**src/rtl/dm_wb_cache_pkg.sv**
```systemverilog
// Shared types, widths and address-slicing helpers for the direct-mapped write-back cache.
package dm_wb_cache_pkg;

  localparam int ADDR_W     = 30;
  localparam int INDEX_W    = 3;
  localparam int OFFSET_W   = 2;
  localparam int TAG_W      = ADDR_W - OFFSET_W - INDEX_W;
  localparam int NUM_BLOCKS = 2 ** INDEX_W;
  localparam int WORD_W     = 32;
  localparam int BLOCK_W    = 128;
  localparam int MEM_ADDR_W = TAG_W + INDEX_W;

  // Controller states: IDLE compares, WB writes the dirty victim back, ALLOC fills the line.
  typedef enum logic [1:0] {
    S_IDLE  = 2'd0,
    S_WB    = 2'd1,
    S_ALLOC = 2'd2
  } state_t;

  function automatic logic [TAG_W-1:0] addr_tag(input logic [ADDR_W-1:0] addr);
    return addr[ADDR_W-1 -: TAG_W];
  endfunction

  function automatic logic [INDEX_W-1:0] addr_index(input logic [ADDR_W-1:0] addr);
    return addr[OFFSET_W +: INDEX_W];
  endfunction

  function automatic logic [OFFSET_W-1:0] addr_offset(input logic [ADDR_W-1:0] addr);
    return addr[OFFSET_W-1:0];
  endfunction

  // Block address seen by memory is the word address without its word-in-block bits.
  function automatic logic [MEM_ADDR_W-1:0] block_addr(input logic [TAG_W-1:0] tag,
                                                       input logic [INDEX_W-1:0] index);
    return {tag, index};
  endfunction

endpackage

```
**src/rtl/dm_wb_cache_line_array.sv**
```systemverilog
// Line storage: valid, dirty, tag and 128-bit data per line. Combinational read of the
// addressed line, a per-word write port for write hits and a full-line fill port.
module dm_wb_cache_line_array
  import dm_wb_cache_pkg::*;
(
  input  logic                clk,
  input  logic                rst_n,
  input  logic [INDEX_W-1:0]  index,
  output logic                rd_valid,
  output logic                rd_dirty,
  output logic [TAG_W-1:0]    rd_tag,
  output logic [BLOCK_W-1:0]  rd_data,
  input  logic                word_we,
  input  logic [OFFSET_W-1:0] word_sel,
  input  logic [WORD_W-1:0]   word_data,
  input  logic                fill_we,
  input  logic [TAG_W-1:0]    fill_tag,
  input  logic [BLOCK_W-1:0]  fill_data,
  input  logic                clean_we
);

  logic [NUM_BLOCKS-1:0] valid_q;
  logic [NUM_BLOCKS-1:0] dirty_q;
  logic [TAG_W-1:0]      tag_q  [NUM_BLOCKS];
  logic [BLOCK_W-1:0]    data_q [NUM_BLOCKS];

  assign rd_valid = valid_q[index];
  assign rd_dirty = dirty_q[index];
  assign rd_tag   = tag_q[index];
  assign rd_data  = data_q[index];

  // Status bits: reset invalidates everything; a fill makes the line valid and clean,
  // a completed write-back cleans it, and a word write marks it dirty.
  always_ff @(posedge clk or negedge rst_n) begin
    if (!rst_n) begin
      valid_q <= '0;
      dirty_q <= '0;
    end else if (fill_we) begin
      valid_q[index] <= 1'b1;
      dirty_q[index] <= 1'b0;
    end else if (clean_we) begin
      dirty_q[index] <= 1'b0;
    end else if (word_we) begin
      dirty_q[index] <= 1'b1;
    end
  end

  // Tag and data storage carry no reset; the valid bit guards their contents.
  always_ff @(posedge clk) begin
    if (fill_we) begin
      data_q[index] <= fill_data;
      tag_q[index]  <= fill_tag;
    end else if (word_we) begin
      data_q[index][WORD_W*int'(word_sel) +: WORD_W] <= word_data;
    end
  end

endmodule

```
**src/rtl/dm_wb_cache.sv**
```systemverilog
// Direct-mapped, write-back, write-allocate cache. Hits complete in the request cycle;
// a miss writes back a dirty victim, fills the line from memory, then re-compares.
module dm_wb_cache
  import dm_wb_cache_pkg::*;
(
  input  logic         clk,
  input  logic         rst_n,
  input  logic         proc_read,
  input  logic         proc_write,
  input  logic [29:0]  proc_addr,
  input  logic [31:0]  proc_wdata,
  output logic [31:0]  proc_rdata,
  output logic         proc_stall,
  output logic         mem_read,
  output logic         mem_write,
  output logic [27:0]  mem_addr,
  output logic [127:0] mem_wdata,
  input  logic [127:0] mem_rdata,
  input  logic         mem_ready
);

  state_t state;
  state_t next_state;

  logic [TAG_W-1:0]    req_tag;
  logic [INDEX_W-1:0]  req_index;
  logic [OFFSET_W-1:0] req_offset;
  logic                req;
  logic                hit;

  logic                line_valid;
  logic                line_dirty;
  logic [TAG_W-1:0]    line_tag;
  logic [BLOCK_W-1:0]  line_data;

  logic                word_we;
  logic                fill_we;
  logic                clean_we;

  assign req_tag    = addr_tag(proc_addr);
  assign req_index  = addr_index(proc_addr);
  assign req_offset = addr_offset(proc_addr);
  assign req        = proc_read | proc_write;
  assign hit        = line_valid && (line_tag == req_tag);

  dm_wb_cache_line_array u_lines (
    .clk       (clk),
    .rst_n     (rst_n),
    .index     (req_index),
    .rd_valid  (line_valid),
    .rd_dirty  (line_dirty),
    .rd_tag    (line_tag),
    .rd_data   (line_data),
    .word_we   (word_we),
    .word_sel  (req_offset),
    .word_data (proc_wdata),
    .fill_we   (fill_we),
    .fill_tag  (req_tag),
    .fill_data (mem_rdata),
    .clean_we  (clean_we)
  );

  // Controller state register.
  always_ff @(posedge clk or negedge rst_n) begin
    if (!rst_n) begin
      state <= S_IDLE;
    end else begin
      state <= next_state;
    end
  end

  // Next state, stall and line-array strobes; mem_ready only matters in WB and ALLOC.
  always_comb begin
    next_state = state;
    proc_stall = 1'b0;
    word_we    = 1'b0;
    fill_we    = 1'b0;
    clean_we   = 1'b0;
    unique case (state)
      S_IDLE: begin
        if (req) begin
          if (hit) begin
            word_we = proc_write;
          end else begin
            proc_stall = 1'b1;
            next_state = (line_valid && line_dirty) ? S_WB : S_ALLOC;
          end
        end
      end
      S_WB: begin
        proc_stall = 1'b1;
        if (mem_ready) begin
          clean_we   = 1'b1;
          next_state = S_ALLOC;
        end
      end
      S_ALLOC: begin
        proc_stall = 1'b1;
        if (mem_ready) begin
          fill_we    = 1'b1;
          next_state = S_IDLE;
        end
      end
      default: begin
        proc_stall = 1'b1;
        next_state = S_IDLE;
      end
    endcase
  end

  // Read data is the addressed word of a hitting line, zero otherwise.
  always_comb begin
    proc_rdata = '0;
    if (state == S_IDLE && proc_read && !proc_write && hit) begin
      proc_rdata = line_data[WORD_W*int'(req_offset) +: WORD_W];
    end
  end

  // Memory request registers follow the state being entered, so they are stable for the
  // whole WB or ALLOC phase and drop as soon as reset asserts.
  always_ff @(posedge clk or negedge rst_n) begin
    if (!rst_n) begin
      mem_read  <= 1'b0;
      mem_write <= 1'b0;
      mem_addr  <= '0;
      mem_wdata <= '0;
    end else begin
      unique case (next_state)
        S_WB: begin
          mem_write <= 1'b1;
          mem_read  <= 1'b0;
          if (state == S_IDLE) begin
            mem_addr  <= block_addr(line_tag, req_index);
            mem_wdata <= line_data;
          end
        end
        S_ALLOC: begin
          mem_write <= 1'b0;
          mem_read  <= 1'b1;
          mem_addr  <= block_addr(req_tag, req_index);
        end
        default: begin
          mem_write <= 1'b0;
          mem_read  <= 1'b0;
        end
      endcase
    end
  end

endmodule
```
**config.mk**
```make
export PLATFORM = sky130hd
export DESIGN_NAME = dm_wb_cache
export DESIGN_NICKNAME = d
export VERILOG_FILES = /design/src/rtl/dm_wb_cache_pkg.sv /design/src/rtl/dm_wb_cache_line_array.sv /design/src/rtl/dm_wb_cache.sv
export SDC_FILE = /design/constraint.sdc
export NUM_CORES = 1
export LEC_CHECK = 0
export CORE_UTILIZATION = 40
export DETAILED_ROUTE_END_ITERATION = 8
export SLEW_MARGIN = 20
export SYNTH_ARGS = -nofsm -noshare
export SYNTH_HDL_FRONTEND = slang
export SYNTH_SLANG_ARGS = --single-unit
```
**constraint.sdc**
```tcl
create_clock -name clk -period 5.3 [get_ports clk]
set_input_delay 0.53 -clock clk [delete_from_list [all_inputs] [get_ports clk]]
set_output_delay 0.53 -clock clk [all_outputs]
set_load 0.05 [all_outputs]
```
==> metrics.md <==
| Metric | Value |
|---|---|
| Synth Cell Area | `55390 um^2` |
| DP Worst Slack | `0.3734 ns` |
| Drt total wl | `187200 um` |
| CP arrival | `4.19 ns` |
| RSZ-0062 raised after global routing | `false` |
| Crit end category | `output pin` |
| CP cell instances | `buf_4, buf_4, buf_4, nor2_1, buf_4, a221oi_1, a21oi_1, a221oi_1, mux4_2, nor2_1, buf_12` |
| Crit-path leading delay family | `buffers and inverters` |
| Peak supply drop | `0.0002656 V` |
| Final std cells w/o fill | `a little under 6000` |
| FP Rows | `136` |
| Worst-skew pair later-pin latency | `0.79 ns` |
| Synth warn | `0` |
| Fin. Hold Viols | `0` |
| Worst-path clk slew | `0.06 ns` |
| Main synth FF type | `edfxtp_1` |
| F_max | `about 0.21 GHz` |
| Die ar. | `~140000 um^2` |
| Vias in the first global route | `33520` |
| Hold WS | `0.3101 ns` |
| Most frequent cell after synthesis | `edfxtp_1` |
| Setup CP Type | `in2out` |
| Max-Cap Viols | `0` |
| Hold Path Class | `in2async` |
| Avg WL per Cell | `roughly 32 um` |
| Initial detailed-routing violation count | `4447` |
| Setup Viol. Count Final | `0` |
| Reg area | `41160 um^2` |
| Largest cells by area after synthesis | `edfxtp_1 66%, dfrtp_1 8.0%, a22oi_1 4.7%` |
| Post-Route Setup TNS | `0 ns` |
| Die H | `374.1 um` |
| GP Congestion | `0.8302` |
| Mean area per synthesized cell | `16.16 um^2` |
| CP peak stage delay | `around 0.78 ns` |
| Area leader, netlist | `edfxtp_1` |
| Startpoint class of the critical path | `input pin` |
| Die Wd | `roughly 370 um` |
| H-Tree Level Count | `4` |
| Antenna-violating nets left | `0` |
| Worst-Margin Slew | `1.118 ns` |
| CTS root buf | `clkbuf_16` |
| Number of flops mapped to enable cells by yosys | `roughly 1200` |
| Core box area | `137500 um^2` |
| Fill count | `11490` |
| Initial Util | `0.4028` |
| Num Clock Sinks | `1400` |
| Register area share after synthesis | `0.7431` |
| Fraction of registers with async set/reset | `0.1257` |
| DR DRC count | `0` |
| Final instance area | `68350 um^2` |
| Crit Path Max Fanout | `37` |
| Top cells by count, synth | `1224 x edfxtp_1, 348 x a22oi_1, 240 x mux2i_1, 176 x dfrtp_1, 174 x nand2_1` |
| Multi-input logic area | `13210 um^2` |
| Final-report max-slew violation count | `0` |
| Post-Place Cells | `around 5600` |
| Inserted Clock Buffers | `147` |
| Cts repair resizes | `0` |
| First-pass GRT wire length | `259800 um` |
| DR pass1 iterations | `8` |
| CP bufs+invs | `5` |
| Port-buffer cells | `385` |
| Power per cell area | `357.3 nW/um^2` |
| Post-route minimum period | `4.718 ns` |
| TritonCTS clock tree | `done` |
| Run status | `finished clean` |
| Worst setup margin | `0.5815 ns` |
| Via density | `just under 6` |
| Req. time, crit path | `4.77 ns` |
| DP HPWL | `119700 um` |
| Total GRT Usage | `0.2639` |
| Rel. slew slack | `0.2549` |
| Yosys cell types | `58` |
| Top-area cell type share of the netlist area | `0.6636` |
| Initial antenna violation count | `9` |
| Io pins | `386` |
| Share of cells above drive strength 1 | `0.1765` |
| Cells after synthesis | `3428` |
| Cell mode on critical path | `buf_4` |
| Fin nets | `4157` |
| Pin count of the biggest net entering global routing | `just over 100` |
| P_leak | `0.02441 uW` |
| Fin Clk Skew | `0.02697 ns` |
| Vias | `34920` |
| Seq cells post-synth | `1400` |
| Bufs on Longest Clock Path | `3` |
| P&R area growth vs syn | `23.42%` |
| CP max-delay cell | `a221oi_1` |
| GRT Residual Overflow | `0` |
| Fin crit share | `0.8903` |
| Synthesized net count | `3628` |
| Area post-placement | `63560 um^2` |
## repair_timing
action                                 4_1_cts  5_1_grt
buffers inserted                             0        0
endpoints found under the hold margin       58        0
hold buffers                                 1        0
## cells in the final DEF, fill, tap and decap left out, types with 50 or more instances in the layout
master and count:
mux2_2 113, clkbuf_16 149, a22oi_1 348, a21oi_1 127, edfxtp_1 1224, inv_1 154, nand2_1 170, mux4_2 50
clkdlybuf4s50_1 346, buf_4 164, a221oi_1 76, buf_12 81, mux2i_1 240, nand4_1 54, dfrtp_1 176, nor2_1 131
## area by class of cell
class,instances,area share
Antenna cell,3,0.0001098
Clock buffer,199,0.05861
Clock inverter,73,0.01131
Inverter,158,0.008676
Multi-Input combinational cell,1654,0.1932
Sequential cell,1400,0.6021
Tap cell,1794,0.03284
Timing Repair Buffer,596,0.09308
## path summary, 6_finish.rpt
kind | from | end | slack, ns | cells past startpoint
max | proc_addr[2] | proc_rdata[1] | 0.58 | 11
min | rst_n | mem_wdata[81] | 0.31 | 2
max reg2reg | u_lines.tag_q[0][9] | u_lines.data_q[3][12] | 1.25 | 10
min reg2reg | u_lines.valid_q[6] | u_lines.valid_q[6] | 0.47 | 1
max in group asynchronous | rst_n | mem_wdata[67] | 3.83 | 3
min in group clk | proc_addr[4] | mem_addr[2] | 0.36 | 4
## power by group
part / switching (uW) / total [uW] / internal, uW / leakage (uW)
clock: 4370 / 10200 / 5810 / 0.00231
sequential: 66.2 / 12300 / 12200 / 0.0134
combinational: 1310 / 1970 / 655 / 0.00867
total: 5750 / 24400 / 18700 / 0.0244
## layer usage
layer,vias up,wire (um),track usage
met5,-,28,0
met3,282,20650,0.06473
li1,14520,-,-
met2,2079,87320,0.4157
met1,18030,74120,0.3627
met4,4,5031,0.07609
## state kept, by name, summed over array words and instances (netlist names), named ones only
register         flops
mem_read             1
u_lines.data_q    1024
mem_wdata          128
u_lines.tag_q      200
mem_write            1
u_lines.valid_q      8
state                2
mem_addr            28
## metrics by stage
step	utilization	total power, uW
after CTS	0.4971	24530
after floorplan	-	13420
after detailed placement	0.4623	14460
after global routing	0.4971	25050
final	0.4972	24420
after global placement	0.4623	14450
## cell families after synthesis
group           after synthesis  synth area share
fa+ha+maj                     5          0.001130
xor+xnor                     15          0.002372
flops                      1400            0.7431
compound gates              720           0.09228
buf+inv                     374           0.02756
mux                         417           0.09048
simple gates                497           0.04304
Power figures use the tool's default switching activity.
